===== config.mk =====
export PLATFORM = sky130hd
export DESIGN_NAME = sync_fifo
export DESIGN_NICKNAME = d
export VERILOG_FILES = /design/src/rtl/sync_fifo_pkg.sv /design/src/rtl/sync_fifo_mem.sv /design/src/rtl/sync_fifo.sv
export SDC_FILE = /design/constraint.sdc
export NUM_CORES = 1
export LEC_CHECK = 0
export ABC_AREA = 1
export CAP_MARGIN = 25
export CELL_PAD_IN_SITES_DETAIL_PLACEMENT = 0
export CELL_PAD_IN_SITES_GLOBAL_PLACEMENT = 2
export CORE_MARGIN = 4
export CORE_UTILIZATION = 38
export CTS_CLUSTER_SIZE = 40
export DETAILED_ROUTE_END_ITERATION = 12
export PLACE_DENSITY = 0.8
export SYNTH_ARGS = -nofsm -noshare
export SYNTH_HDL_FRONTEND = slang
export SYNTH_SLANG_ARGS = --single-unit

===== constraint.sdc =====
create_clock -name clk -period 3.2 [get_ports clk]
set_input_delay 0.64 -clock clk [delete_from_list [all_inputs] [get_ports clk]]
set_output_delay 0.64 -clock clk [all_outputs]
set_load 0.01 [all_outputs]

===== src/rtl/sync_fifo_pkg.sv =====
// Shared types and helpers for the single-clock FIFO: read-mode enum, pointer wrap and level width.
package sync_fifo_pkg;

   typedef enum logic {
      FIFO_STD  = 1'b0,
      FIFO_FWFT = 1'b1
   } fifo_mode_e;

   // Wrap is explicit so non-power-of-two depths work.
   function automatic int ptr_next(input int ptr, input int size);
      return (ptr >= size - 1) ? 0 : ptr + 1;
   endfunction

   function automatic int level_width(input int size);
      return $clog2(size + 1);
   endfunction

endpackage


===== src/rtl/sync_fifo_mem.sv =====
// Storage array for sync_fifo: one synchronous write port, one combinational read-address port.
module sync_fifo_mem
   import sync_fifo_pkg::*;
#(
   parameter int BITS = 32,
   parameter int SIZE = 16,
   parameter int AW   = $clog2(SIZE)
) (
   input  logic            clk,
   input  logic            i_wr_en,
   input  logic [AW-1:0]   i_wr_addr,
   input  logic [BITS-1:0] i_wr_data,
   input  logic [AW-1:0]   i_rd_addr,
   output logic [BITS-1:0] o_rd_data
);

   logic [BITS-1:0] r_mem [SIZE];

   always_ff @(posedge clk) begin
      if (i_wr_en) begin
         r_mem[i_wr_addr] <= i_wr_data;
      end
   end

   assign o_rd_data = r_mem[i_rd_addr];

endmodule


===== src/rtl/sync_fifo.sv =====
// Single-clock FIFO of any depth >= 2 with standard or first-word-fall-through read and exact level.
// Optional sticky wr_overflow/rd_underflow flags with err_clr when SYNC_FIFO_ERR_EN is defined.
module sync_fifo
   import sync_fifo_pkg::*;
#(
   parameter int BITS       = 32,
   parameter int SIZE       = 16,
   parameter int FWFT       = 0,
   parameter int AFULL_THR  = SIZE - 2,
   parameter int AEMPTY_THR = 2
) (
   input  logic                         clk,
   input  logic                         rst_n,
   input  logic                         wr_en,
   input  logic [BITS-1:0]              wr_data,
   output logic                         wr_full,
   output logic                         wr_almost_full,
   input  logic                         rd_en,
   output logic [BITS-1:0]              rd_data,
   output logic                         rd_empty,
   output logic                         rd_almost_empty,
   output logic [level_width(SIZE)-1:0] level
`ifdef SYNC_FIFO_ERR_EN
   ,
   input  logic                         err_clr,
   output logic                         wr_overflow,
   output logic                         rd_underflow
`endif
);

   localparam int         PTR_W = $clog2(SIZE);
   localparam int         LVL_W = level_width(SIZE);
   localparam fifo_mode_e MODE  = (FWFT != 0) ? FIFO_FWFT : FIFO_STD;

   if (SIZE < 2) begin : g_bad_size
      $error("sync_fifo: SIZE must be >= 2");
   end
   if (AFULL_THR < 1 || AFULL_THR > SIZE) begin : g_bad_afull
      $error("sync_fifo: AFULL_THR must be in 1..SIZE");
   end
   if (AEMPTY_THR < 0 || AEMPTY_THR > SIZE - 1) begin : g_bad_aempty
      $error("sync_fifo: AEMPTY_THR must be in 0..SIZE-1");
   end
   if (FWFT != 0 && FWFT != 1) begin : g_bad_fwft
      $error("sync_fifo: FWFT must be 0 or 1");
   end

   // Handshake: a write is taken when wr_en && !wr_full and a read when rd_en && !rd_empty, both
   // sampled at posedge clk; full/empty come from the registered level, so there is no bypass and a
   // refused request leaves every register untouched.
   logic [PTR_W-1:0] r_wr_ptr;
   logic [PTR_W-1:0] r_rd_ptr;
   logic [LVL_W-1:0] r_level;
   logic [PTR_W-1:0] w_wr_ptr_nxt;
   logic [PTR_W-1:0] w_rd_ptr_nxt;
   logic             w_wr_acc;
   logic             w_rd_acc;
   logic [BITS-1:0]  w_mem_rd_data;

   assign wr_full         = (r_level == LVL_W'(SIZE));
   assign wr_almost_full  = (r_level >= LVL_W'(AFULL_THR));
   assign rd_empty        = (r_level == '0);
   assign rd_almost_empty = (r_level <= LVL_W'(AEMPTY_THR));
   assign level           = r_level;

   assign w_wr_acc     = wr_en && !wr_full;
   assign w_rd_acc     = rd_en && !rd_empty;
   assign w_wr_ptr_nxt = PTR_W'(ptr_next(int'(r_wr_ptr), SIZE));
   assign w_rd_ptr_nxt = PTR_W'(ptr_next(int'(r_rd_ptr), SIZE));

   always_ff @(posedge clk) begin
      if (!rst_n) begin
         r_wr_ptr <= '0;
         r_rd_ptr <= '0;
         r_level  <= '0;
      end else begin
         if (w_wr_acc) begin
            r_wr_ptr <= w_wr_ptr_nxt;
         end
         if (w_rd_acc) begin
            r_rd_ptr <= w_rd_ptr_nxt;
         end
         if (w_wr_acc && !w_rd_acc) begin
            r_level <= r_level + LVL_W'(1);
         end else if (w_rd_acc && !w_wr_acc) begin
            r_level <= r_level - LVL_W'(1);
         end
      end
   end

   sync_fifo_mem #(
      .BITS (BITS),
      .SIZE (SIZE),
      .AW   (PTR_W)
   ) u_mem (
      .clk       (clk),
      .i_wr_en   (w_wr_acc),
      .i_wr_addr (r_wr_ptr),
      .i_wr_data (wr_data),
      .i_rd_addr (r_rd_ptr),
      .o_rd_data (w_mem_rd_data)
   );

   if (MODE == FIFO_FWFT) begin : g_fwft
      assign rd_data = w_mem_rd_data;
   end else begin : g_std
      logic [BITS-1:0] r_rd_data;

      always_ff @(posedge clk) begin
         if (!rst_n) begin
            r_rd_data <= '0;
         end else if (w_rd_acc) begin
            r_rd_data <= w_mem_rd_data;
         end
      end

      assign rd_data = r_rd_data;
   end

`ifdef SYNC_FIFO_ERR_EN
   logic r_wr_overflow;
   logic r_rd_underflow;

   // A new error in the same cycle as err_clr keeps the flag set.
   always_ff @(posedge clk) begin
      if (!rst_n) begin
         r_wr_overflow  <= 1'b0;
         r_rd_underflow <= 1'b0;
      end else begin
         if (wr_en && wr_full) begin
            r_wr_overflow <= 1'b1;
         end else if (err_clr) begin
            r_wr_overflow <= 1'b0;
         end
         if (rd_en && rd_empty) begin
            r_rd_underflow <= 1'b1;
         end else if (err_clr) begin
            r_rd_underflow <= 1'b0;
         end
      end
   end

   assign wr_overflow  = r_wr_overflow;
   assign rd_underflow = r_rd_underflow;
`endif

endmodule


==> flow_metrics.py <==
metrics = {
    "status": {
        "status": "finished, final reports clean",
    },
    "final_layout": {
        "drive_gt1_frac": 0.0716,
        "nNetsFinal": 2327,
        "nFillCells": 5663,
        "area_growth_pct": 15.9,
        "n_antenna_cell": 0,
        "finalNonFillerCells": 3114,
    },
    "setup_path": {
        "worstPathArrival_ps": 2140,
        "path_cells": "a2111oi_0, clkdlybuf4s50_1",
        "worst_path_max_delay_cell": "clkdlybuf4s50_1",
        "crit_fanout": 7,
        "worstPathRequired_ps": 2560,
        "crit_path_max_incr_delay_ps": 630,
        "crit_path_start_kind": "register",
        "worstSetupPathType": "register to output port",
        "worst_setup_path_end_kind": "output port",
    },
    "placement": {
        "dp_slack_ps": 322,
        "place_hpwl_um": 33500,
        "dp_cells": 3001,
        "routabilityCongestion": 0.765,
        "portBuffers": 76,
    },
    "floorplanning": {
        "coreArea_um2": 60600,
        "die_height_um": 256,
        "ios": 77,
        "die_area_um2": 65500,
        "die_x_um": 256,
        "placementRows": 90,
        "start_util": 0.386,
    },
    "detailed_routing": {
        "wl_per_cell_um": 19.3,
        "drtIter0Drc": 1216,
        "postRouteAntennaNets": 0,
        "drc_errors": 0,
        "firstDrtPassIters": 5,
        "wl_um": 60200,
        "post_drt_via_cell_ratio": 4.92,
        "via_count": 15300,
    },
    "yosys": {
        "ys_seq_elements": 557,
        "syn-cell-area_um2": 23400,
        "syn_inst": 2202,
        "yosysUniqueCellTypes": 28,
        "syn_area_per_cell_um2": 10.6,
        "syn-num-nets": 2248,
        "async_flop_share": 0,
        "ys_warn_count": 0,
        "synth-edff-count": 512,
        "synth_commonest_cells": "637 x nand2_1, 512 x edfxtp_1, 366 x nand3_1",
        "synth_top_area_frac": 0.658,
        "synth_top_flop_cell": "edfxtp_1",
        "synth_area_leader_cell": "edfxtp_1",
        "yosysSeqAreaShare": 0.697,
        "netlist_top_cells_area": "edfxtp_1 66%, nand2_1 10%, nand3_1 7.8%, inv_1 5.4%, dfxtp_1 3.9%",
        "yosysMostFrequentCell": "nand2_1",
    },
    "cts": {
        "clk_pin_slew_ps": 60,
        "cts_max_level": 2,
        "cts_tree": "yes",
        "hold_buffers": 0,
        "clk_latency_ps": 620,
        "post_cts_resized": 0,
        "clk_path_buf_depth": 3,
        "cts_made_buffers": 60,
        "post-cts-setup-buffers": 0,
        "cts_root_buf": "clkbuf_16",
        "cts_num_sinks": 557,
    },
    "pwr": {
        "p_per_area_nw_per_um2": 724,
        "ir_drop_uv": 466,
        "p_leak_uw": 0.0109,
        "report.power.total_uw": 19600,
    },
    "sta": {
        "tightestPinTransition_ps": 1000,
        "rsz0062_at_grt": "no",
        "drv_slew": 0,
        "relSlewSlack": 0.332,
        "finalSetupTns_ps": 0,
        "holdWs_ps": 511,
        "fin_skew_ps": 15.5,
        "hold_viol": 0,
        "setup_ws_ps": 423,
        "finalSetupViolations": 0,
        "fin_crit_sh": 0.868,
        "timing.fmax_mhz": 360,
        "finalCriticalPeriod_ps": 2780,
    },
    "min_path": {
        "hold_path_class": "register to register",
    },
    "grt": {
        "grt_pass1_vias": 15000,
        "gr-usage-met1": 0.242,
        "grt_max_degree": 175,
        "grt.busiest_layer": "met2",
        "grt_pass1_wl_um": 92200,
        "grt_use_met3": 0.0217,
        "gr-total-overflow": 0,
        "met2_usage": 0.313,
        "grtUsageTotal": 0.181,
        "antenna_found_initial": 0,
    },
    "run": {
        "maxCapViolCount": 0,
    },
}
layer usage:
layer,vias to the layer above,share of wire
li1,7412,-
met1,7470,0.43
met2,353,0.50
met3,100,0.045
met4,0,0.026
met5,-,0
metrics by stage:
stage | utilization | area [um2]
after global routing | 0.447 | 27100
final | 0.447 | 27100
after CTS | 0.447 | 27100
after detailed placement | 0.416 | 25200
after global placement | 0.416 | 25200
after floorplan | - | 23400
final cells by class:
class,count,area [um2],area share
Clock buffer,86,1670,0.0617
Clock inverter,27,194,0.00716
Inverter,343,1310,0.0482
Multi-Input combinational cell,1190,5330,0.197
Sequential cell,557,16300,0.601
Tap cell,782,978,0.0361
Timing Repair Buffer,129,1320,0.0486
cells in the final DEF, fill, tap and decap left out, types with 16 or more instances in the layout:
| master | Yosys | layout |
|---|---|---|
| o21ai_0 | 27 | 27 |
| inv_1 | 338 | 336 |
| nand2_1 | 637 | 636 |
| clkdlybuf4s50_1 | 0 | 75 |
| edfxtp_1 | 512 | 512 |
| nor2_4 | 0 | 16 |
| clkbuf_1 | 12 | 19 |
| dfxtp_1 | 45 | 42 |
| nand3_1 | 366 | 366 |
| buf_4 | 8 | 40 |
| nor2_1 | 58 | 42 |
| clkbuf_16 | 0 | 60 |
| a21oi_1 | 71 | 71 |
critical path: cells and delay by family (launching register included):
| family | cells | cell delay, ps |
|---|---|---|
| flip-flops | 1 | 380 |
| buffers and inverters | 1 | 630 |
| AO/OA/AOI/OAI | 1 | 510 |
cells by family after synthesis:
logic type                 count (synthesis)  share of synthesized area
buffers and inverters                    455                     0.0806
adders and majority gates                 10                    0.00568
AOI/OAI and AO/OA                        111                     0.0242
DFF                                      557                      0.697
and+or+nand+nor                         1066                      0.192
xor gates and xnor gates                   3                    0.00112
power by group:
group / switching, uW / internal, uW / total (uW)
Sequential: 270 / 8320 / 8600
Clock: 2800 / 3770 / 6570
Combinational: 2940 / 1490 / 4430
Total: 6010 / 13600 / 19600
state kept, by name, indices dropped and copies added (netlist names):
name,flops
u_mem.r_mem,512
rd_data,32
level,5
r_rd_ptr,4
r_wr_ptr,4
worst paths after layout:
kind | startpoint | to | slack [ps] | cells after the start
worst max-delay path | level[1] | rd_almost_empty | 420 | 2
worst min-delay path | r_wr_ptr[2] | r_wr_ptr[2] | 510 | 2
worst max register to register | level[0] | level[4] | 710 | 14
worst min register to register | r_wr_ptr[2] | r_wr_ptr[2] | 510 | 2
Note: power is estimated with default switching activity, not from simulation.
